File: config.mk
export PLATFORM = sky130hd
export DESIGN_NAME = svr_feature_loader
export DESIGN_NICKNAME = d
export VERILOG_FILES = /design/src/rtl/svr_feature_loader.sv
export SDC_FILE = /design/constraint.sdc
export NUM_CORES = 1
export LEC_CHECK = 0
export ABC_AREA = 1
export CAP_MARGIN = 20
export CORE_UTILIZATION = 40
export CTS_CLUSTER_DIAMETER = 80
export DETAILED_ROUTE_END_ITERATION = 8
export PLACE_DENSITY_LB_ADDON = 0.25
export SLEW_MARGIN = 20
export SYNTH_ARGS = -nofsm -noshare
export SYNTH_HDL_FRONTEND = slang
export SYNTH_SLANG_ARGS = --single-unit
File: constraint.sdc
create_clock -name clk -period 4.97 [get_ports clk]
set_clock_uncertainty 0.15 [all_clocks]
set_input_delay 0.994 -clock clk [delete_from_list [all_inputs] [get_ports clk]]
set_output_delay 0.994 -clock clk [all_outputs]
set_load 0.01 [all_outputs]
File: src/rtl/svr_feature_loader.sv
// rtl/svr_feature_loader.sv - loads a frame of feature words into the SVR inputs, waits for settle, captures y
// Optional NaN/Inf frame check: define SVR_LOADER_NAN_CHECK_EN
module svr_feature_loader #(
  parameter int NUM_FEATURES  = 9,
  parameter int SETTLE_CYCLES = 2
) (
  input  logic        clk,
  input  logic        rst,
  input  logic [31:0] s_data,
  input  logic        s_valid,
  output logic        s_ready,
  output logic [31:0] x1,
  output logic [31:0] x2,
  output logic [31:0] x3,
  output logic [31:0] x4,
  output logic [31:0] x5,
  output logic [31:0] x6,
  output logic [31:0] x7,
  output logic [31:0] x8,
  output logic [31:0] x9,
  input  logic [31:0] y_in,
  output logic [31:0] m_data,
  output logic        m_valid,
  input  logic        m_ready,
  output logic        busy,
  output logic        err
);

  localparam logic [1:0] ST_LOAD   = 2'd0;
  localparam logic [1:0] ST_SETTLE = 2'd1;
  localparam logic [1:0] ST_OUTPUT = 2'd2;

  localparam logic [3:0] LAST_IDX    = 4'(NUM_FEATURES - 1);
  localparam logic [3:0] SETTLE_LAST = 4'(SETTLE_CYCLES - 1);

  logic [1:0]  state;
  logic [3:0]  idx;
  logic [3:0]  settle_cnt;
  logic [31:0] x_r [0:8];
  logic        accept;
  logic        out_done;

  assign s_ready  = (state == ST_LOAD) && !rst;
  assign accept   = s_valid && s_ready;
  assign out_done = (state == ST_OUTPUT) && m_ready;
  assign busy     = (state != ST_LOAD);

  always_ff @(posedge clk) begin
    if (rst) begin
      state      <= ST_LOAD;
      idx        <= 4'd0;
      settle_cnt <= 4'd0;
      m_data     <= 32'h0;
      m_valid    <= 1'b0;
    end else begin
      case (state)
        ST_LOAD: begin
          if (accept) begin
            if (idx == LAST_IDX) begin
              idx        <= 4'd0;
              settle_cnt <= 4'd0;
              state      <= ST_SETTLE;
            end else begin
              idx <= idx + 4'd1;
            end
          end
        end
        ST_SETTLE: begin
          // y_in is sampled only once the datapath has had its full settle window
          if (settle_cnt == SETTLE_LAST) begin
            m_data  <= y_in;
            m_valid <= 1'b1;
            state   <= ST_OUTPUT;
          end else begin
            settle_cnt <= settle_cnt + 4'd1;
          end
        end
        ST_OUTPUT: begin
          if (m_ready) begin
            m_valid <= 1'b0;
            state   <= ST_LOAD;
          end
        end
        default: state <= ST_LOAD;
      endcase
    end
  end

  always_ff @(posedge clk) begin
    if (rst) begin
      for (int i = 0; i < 9; i++) x_r[i] <= 32'h0;
    end else if (accept) begin
      for (int i = 0; i < 9; i++) begin
        if (idx == 4'(i)) x_r[i] <= s_data;
      end
    end
  end

  assign x1 = x_r[0];
  assign x2 = x_r[1];
  assign x3 = x_r[2];
  assign x4 = x_r[3];
  assign x5 = x_r[4];
  assign x6 = x_r[5];
  assign x7 = x_r[6];
  assign x8 = x_r[7];
  assign x9 = x_r[8];

`ifdef SVR_LOADER_NAN_CHECK_EN
  logic nan_flag;

  // Sticky across the whole frame; only the result handshake or reset clears it
  always_ff @(posedge clk) begin
    if (rst) begin
      nan_flag <= 1'b0;
    end else if (out_done) begin
      nan_flag <= 1'b0;
    end else if (accept && (s_data[30:23] == 8'hFF)) begin
      nan_flag <= 1'b1;
    end
  end

  assign err = m_valid && nan_flag;
`else
  assign err = 1'b0;
`endif

endmodule

-- Word level (Yosys, flattened, before mapping)
Memory sizes are Yosys's and may differ from the RTL's.
Cells that the tools add are included.
- bits of input ports: 68
- output and inout port bits: 324
- word-level logic and storage cells: 106
- RAM bits: 288
- memories kept: 1
- register bits after elaboration: 43
- bitwise gates (word level): 9
- muxes and demuxes: 60
- equal/unequal tests: 16
- reductions and logical operators: 13
- $add $sub $neg: 2
- memory list (name ; depth ; width ; rd ports ; clocked after memory_dff ; write ports ; RTL line ; RTL):
    x_r ; 9 ; 32 ; 9 ; 0 ; 9 ; 39 ; logic [31:0] x_r [0:8];
- operator list (operator ; number):
    32-bit 2-to-1 mux ; 9
    1-bit 2-to-1 mux ; 40
    4-bit by 3-bit equality test with 1-bit output (second input constant) ; 4
    4-bit 2-to-1 mux ; 4
    1-bit OR ; 9
    4-bit by 1-bit adder with 4-bit output (second input constant) ; 2
    4-bit by 1-bit equality test with 1-bit output (second input constant) ; 2
    4-bit by 2-bit equality test with 1-bit output (second input constant) ; 2
    2-bit 2-to-1 mux ; 4
    2-bit != test (second input constant) ; 4
    4-bit one-hot mux with 2 select lines ; 1
    4-bit AND reduction ; 2
    2-bit one-hot mux with 3 select lines ; 1
    2-bit nonzero test ; 3
    4-bit equality test (second input constant) ; 1
    4-bit logical NOT ; 1
    2-bit AND reduction ; 2
    3-bit AND reduction ; 1
    2-bit by 1-bit equality test with 1-bit output (second input constant) ; 1
    2-bit equality test (second input constant) ; 1
    1-bit logical AND ; 2
    2-bit logical NOT ; 1
    2-bit by 1-bit != test with 1-bit output (second input constant) ; 1
    1-bit one-hot mux with 2 select lines ; 1
    1-bit logical NOT ; 1

-- Logic depth before layout (Yosys ltp)
Gate-level depths: netlist of the first run.
- depth after elaboration: 7
- gate-level depth with buffers: 9
- gate-level depth less buffers: 9

-- Least setup slack after synthesis of the first run
Ideal clock, no wire load.
- kind: input-to-reg
- start point: input rst
- end point: memory x_r[3][4] (netlist: x_r[0][100]), enable pin
- arrival: 3832 ps
- path buffers: 1
- setup time: 466 ps
- stages: 6
- slack: 522 ps
- data required time: 4354 ps
- cell sequence: buf_6 > inv_4 > nand4_2 > nor2_4 > inv_1 > o21ai_0
- RTL lines (element ; RTL line ; RTL):
    start, declared ; 8 ; input logic rst,
    end, declared ; 39 ;

-- Worst setup path in the final report of the first run
- start point: input rst
- end point: output s_ready
- longest elaborated chain between the ends: 2
- RTL lines (element ; RTL line ; RTL):
    1-bit logical NOT ; 43 ; assign s_ready = (state == ST_LOAD) && !rst;
    1-bit logical AND ; 43 ;
    end, declared ; 11 ; output logic s_ready,
No other way between the ends.

==> flow_summary.yaml, run 1 <==
setup_path:
  slowest_delay_ps: 610
  crit_chain: "clkdlybuf4s50_1 -> nor2_2 -> clkdlybuf4s50_1"
  cp-start-kind: "primary input"
  cp_max_fo: 8
  worstSetupPathType: "primary input to primary output"
  rrSetupSlack_ps: 2120
  cp-end-kind: "primary output"
  arrival_ps: 2430
  cp_common_cell: "clkdlybuf4s50_1"
  critPathSlowestCell: "clkdlybuf4s50_1"
  required_ps: 3830
grt:
  grt_pass1_vias: 6742
  overflow: 0
  grtUsageTotal: 0.215
  grt_first_pass_wirelength_mm: 43.9
  grt_max_degree: 42
  antenna_found_initial: 0
detailed_routing:
  totalWireLength_mm: 30.6
  vias: 6686
  firstDrtPassIters: 5
  drt-wirelength-per-cell_um: 22.0
  drc: 0
  postRouteAntennaNets: 0
  drtIter0Drc: 430
  via_per_inst: 4.81
logic_synthesis:
  synth_edf_count: 288
  yosys_register_bits: 331
  syn_inst: 607
  yosysWarnings: 0
  synthArstFlopShare: 0
  yosys-top-cells-count: "edfxtp_1, nor2_1, inv_1"
  yosysTopAreaCellShare: 0.786
  synth_ff_type: "edfxtp_1"
  synthTopCellsByArea: "edfxtp_1, dfxtp_1, nor2_1"
  synth.largest_area_cell: "edfxtp_1"
  synthDistinctLibCells: 32
  syn_nets: 681
  synth_seq_area_share: 0.864
  syn_area_um2: 11000
  syn_avg_cell_area_um2: 18.1
  yosysMostFrequentCell: "edfxtp_1"
layout:
  syn_to_final_growth_pct: 49.7
  register_area_um2: 9510
  multi_input_area_um2: 1210
  fin_nets: 1100
  drive_above_1_share: 0.107
  fillers: 2006
  antennaDiodeCount: 0
  layoutNonFillerInstCount: 1391
floorplan:
  die_h_um: 168
  pin_count: 392
  die_x_um: 168
  start_util: 0.408
  core_um2: 27000
  dieArea_um2: 28200
  std_cell_rows: 60
sta:
  timing.fmax_mhz: 280
  slew_headroom: 0.257
  fin_setup_tns_ps: 0
  worstMarginPinSlew_ps: 1110
  finalSetupViolCount: 0
  grt_setup_unrepaired: "false"
  slew_viol_final: 0
  min_period_ps: 3570
  hold_viol: 0
  min_period_over_period: 0.719
clocking:
  path_clk_slew_ps: 60
  cts_htree_levels: 2
  clock-sinks: 331
  cts_root_buf: "clkbuf_16"
  cts_resized: 0
  cts_tree: "yes"
  cts_buffer_depth: 3
  hold_buffers: 0
  cts_buffers: 34
  clkLatencyLatePin_ps: 510
  cts_setup_buffers: 0
outcome:
  status: "complete, no violations"
pwr:
  peakVddDrop_v: 0.000237
  leakage_nw: 6.11
  power_density_nw_per_um2: 392
job:
  maxCapViolCount: 0
place:
  dp.cells: 1331
  place_congestion: 0.796
  place_hpwl_mm: 21.8
  io_buffer_count: 390
min_path:
  hold_path_class: "register to register"
==> cells by family (layout without fill, tap and decap cells) <==
kind of cell	Yosys count	in the layout	share of synthesized area
fa+ha+maj	6	6	0.00682
simple gates	119	119	0.0529
flops	331	331	0.864
other cells	1	1	0.000341
compound gates	83	83	0.0435
buf+inv	67	510	0.0326
==> layout make-up <==
cell class,count,share of cell area
clock inverter,22,0.0134
timing repair buffer,401,0.245
clock buffer,38,0.0538
inverter,49,0.0115
tap,341,0.0259
sequential,331,0.577
multi-input combinational,209,0.0736
==> final timing paths <==
| check | startpoint | cells after the start | end |
|---|---|---|---|
| worst max-delay path | rst | 3 | s_ready |
| worst min-delay path | m_data[27]$_SDFFE_PP0P_ | 2 | m_data[27]$_SDFFE_PP0P_ |
| worst max register to register | idx[0]$_SDFFE_PP0P_ | 6 | x_r[0][26]$_DFFE_PP_ |
| worst min register to register | m_data[27]$_SDFFE_PP0P_ | 2 | m_data[27]$_SDFFE_PP0P_ |
==> cell usage in the layout, fill, tap and decap left out, drive strengths merged, types with 11 or more instances in the layout <==
master,n
dfxtp,43
clkinv,15
buf,11
clkdlybuf4s50,390
inv,52
nor2,79
edfxtp,288
nand2,23
o21ai,39
a21oi,42
clkbuf,38
==> flip-flops by register name, indices dropped and copies added, names as in the netlist <==
signal,flops
x_r,288
m_data,32
idx,4
settle_cnt,4
state,2
m_valid,1
==> per-layer routing <==
metal / up-vias / wire length [µm] / track usage / part of all wire
met2: 392 / 15500 / 0.372 / 0.51
met3: 56 / 2800 / 0.0592 / 0.091
met1: 3214 / 11400 / 0.255 / 0.37
li1: 3024 / - / - / -
met5: - / 0 / 0 / 0
met4: 0 / 1020 / 0.0866 / 0.033
==> critical path: cells and delay by family <==
| kind | cells | cell delay [ps] |
|---|---|---|
| simple gates | 1 | 250 |
| buf+inv | 2 | 1180 |
==> power breakdown <==
part	internal [W]	total (W)	switching (W)
Clock	0.00146	0.00249	0.00102
Combinational	0.000341	0.000650	0.000309
Sequential	0.00323	0.00332	0.0000860
==> stage by stage <==
| stage | setup WS, ps | hold slack [ps] | cell area [µm²] | power (W) | utilization |
|---|---|---|---|---|---|
| global route | 1310 | 385 | 16500 | 0.00665 | 0.612 |
| detailed placement | 972 | 333 | 15400 | 0.00404 | 0.570 |
| CTS | 1370 | 349 | 16500 | 0.00651 | 0.612 |
| global placement | 1070 | 325 | 15400 | 0.00404 | 0.570 |
| finish | 1400 | 354 | 16500 | 0.00646 | 0.612 |
| floorplan | 522 | 334 | 11000 | 0.00354 | - |
Power figures use the tool's default switching activity.
==> run 2: changes to the inputs <==
clock period = 3.2 ns   (was 4.97 ns; I/O delays follow)
==> run 2 against run 1 <==
Cell count rose by 0.93%. Highest routed layer unchanged. Total power rose by 57%. Sequential cell count did not move. Die area did not move. Critical path depth rose by 1. Via count rose by 1.5%. Wire length barely moved. First-iteration DRC count rose by 24%.
==> flow_summary.yaml, run 2 (same netlist as run 1, synthesis figures left out) <==
setup_path:
  required_ps: 2410
  r2r-start: "idx[0]$_SDFFE_PP0P_"
  cp-end-kind: "primary output"
  cp-start-kind: "primary input"
  rrSetupSlack_ps: 660
  cp_max_fo: 7
  arrival_ps: 2030
  worstSetupPathType: "primary input to primary output"
  critical_path.startpoint: "rst"
sta:
  finalSetupViolCount: 0
  slew_viol_final: 0
  grt_setup_unrepaired: "false"
  min_period_over_period: 0.881
  hold_viol: 0
  timing.fmax_mhz: 355
  slew_headroom: 0.473
  finalWorstSetupSlack_ps: 381
  min_period_ps: 2820
  worstMarginPinSlew_ps: 789
detailed_routing:
  drt-wirelength-per-cell_um: 21.8
  postRouteAntennaNets: 0
  totalWireLength_mm: 30.6
  drtIter0Drc: 532
  vias: 6784
  firstDrtPassIters: 4
  drc: 0
  via_per_inst: 4.83
layout:
  layoutNonFillerInstCount: 1404
  antennaDiodeCount: 0
  largest_register_ffs: 288
  fin_nets: 1112
  top_regs: "x_r: 288 flops, m_data: 32 flops"
  syn_to_final_growth_pct: 51.0
  final_cell_mix: "clkdlybuf4s50_1, edfxtp_1, nor2_1"
  final_common_cell: "clkdlybuf4s50_1"
  fillers: 2025
  design_area_um2: 16600
  largest-register: "x_r"
  drive_above_1_share: 0.113
grt:
  grt_max_degree: 44
  antenna_found_initial: 0
  grtUsageTotal: 0.216
  grt_first_pass_wirelength_mm: 44.5
  overflow: 0
  grt_pass1_vias: 6802
place:
  place_hpwl_mm: 20.8
  dp.cells: 1342
  place_congestion: 0.777
  pre_cts_ws_ps: 79.0
  io_buffer_count: 390
  post_dp_cell_area_um2: 15500
pwr:
  peakVddDrop_v: 0.000347
  p_int_w: 0.00792
  leakage_nw: 6.18
  power_frac_seq: 0.505
  clkPwrFrac: 0.390
  combPwrFrac: 0.105
  p_sw_frac: 0.217
  power_density_nw_per_um2: 608
  p_sw_w: 0.00219
clocking:
  path_clk_slew_ps: 60
  hold_buffers: 0
  cts_buffer_depth: 3
  cts_htree_levels: 2
  cts_resized: 0
  cts_setup_buffers: 0
  clkLatencyLatePin_ps: 500
  cts_root_buf: "clkbuf_16"
  cts_tree: "yes"
  cts_buffers: 35
  clock-sinks: 331
floorplan:
  start_util: 0.408
  die_x_um: 168
  core_um2: 27000
  pin_count: 392
  dieArea_um2: 28200
  std_cell_rows: 60
  die_h_um: 168
job:
  maxCapViolCount: 0
min_path:
  hp-start: "m_valid$_SDFFE_PP0P_"
  hold_path_class: "register to register"
outcome:
  status: "complete, no violations"
## run 2: worst max-delay path, cell delays in order
cell	delay, ps
clkdlybuf4s50_1	470
buf_4	190
nor2_2	150
clkdlybuf4s50_1	570
## run 2: final timing paths
kind / end / cells after the start
worst max-delay path: s_ready / 4
worst min-delay path: m_valid$_SDFFE_PP0P_ / 2
worst max register to register: x_r[0][222]$_DFFE_PP_ / 7
worst min register to register: m_valid$_SDFFE_PP0P_ / 2
## run 2: stage by stage
| stage | total power (W) | hold WS [ps] | TNS, ps | utilization |
|---|---|---|---|---|
| 2_1_floorplan | 0.00549 | 334 | -89780 | - |
| 3_3_place_gp | 0.00626 | 326 | 0 | 0.575 |
| 5_1_grt | 0.0104 | 378 | 0 | 0.617 |
| 6_report | 0.0101 | 343 | 0 | 0.617 |
| 4_1_cts | 0.0102 | 346 | 0 | 0.617 |
| 3_5_place_dp | 0.00628 | 334 | 0 | 0.575 |
## run 2: layout make-up
| cell class | instances | area [µm²] | area share |
|---|---|---|---|
| inverters | 49 | 190 | 0.0114 |
| repair buffers | 412 | 4160 | 0.250 |
| well taps | 341 | 427 | 0.0257 |
| flip-flops and latches | 331 | 9510 | 0.572 |
| clock inverters | 22 | 185 | 0.0111 |
| clock buffers | 40 | 947 | 0.0570 |
| multi-input cells | 209 | 1210 | 0.0729 |
## run 2: power by group through the flow
stage          Combinational [W]  Clock (W)  Sequential [W]
2_1_floorplan           0.000160          0         0.00533
3_3_place_gp             0.00105          0         0.00521
3_5_place_dp             0.00107          0         0.00521
4_1_cts                  0.00107    0.00403         0.00512
5_1_grt                  0.00111    0.00420         0.00513
6_report                 0.00106    0.00395         0.00511
## run 2: layer usage
layer  part of all wire  global-route usage
met5                  0                   0
met4              0.028              0.0698
met3              0.086              0.0590
met2               0.51               0.381
met1               0.37               0.256
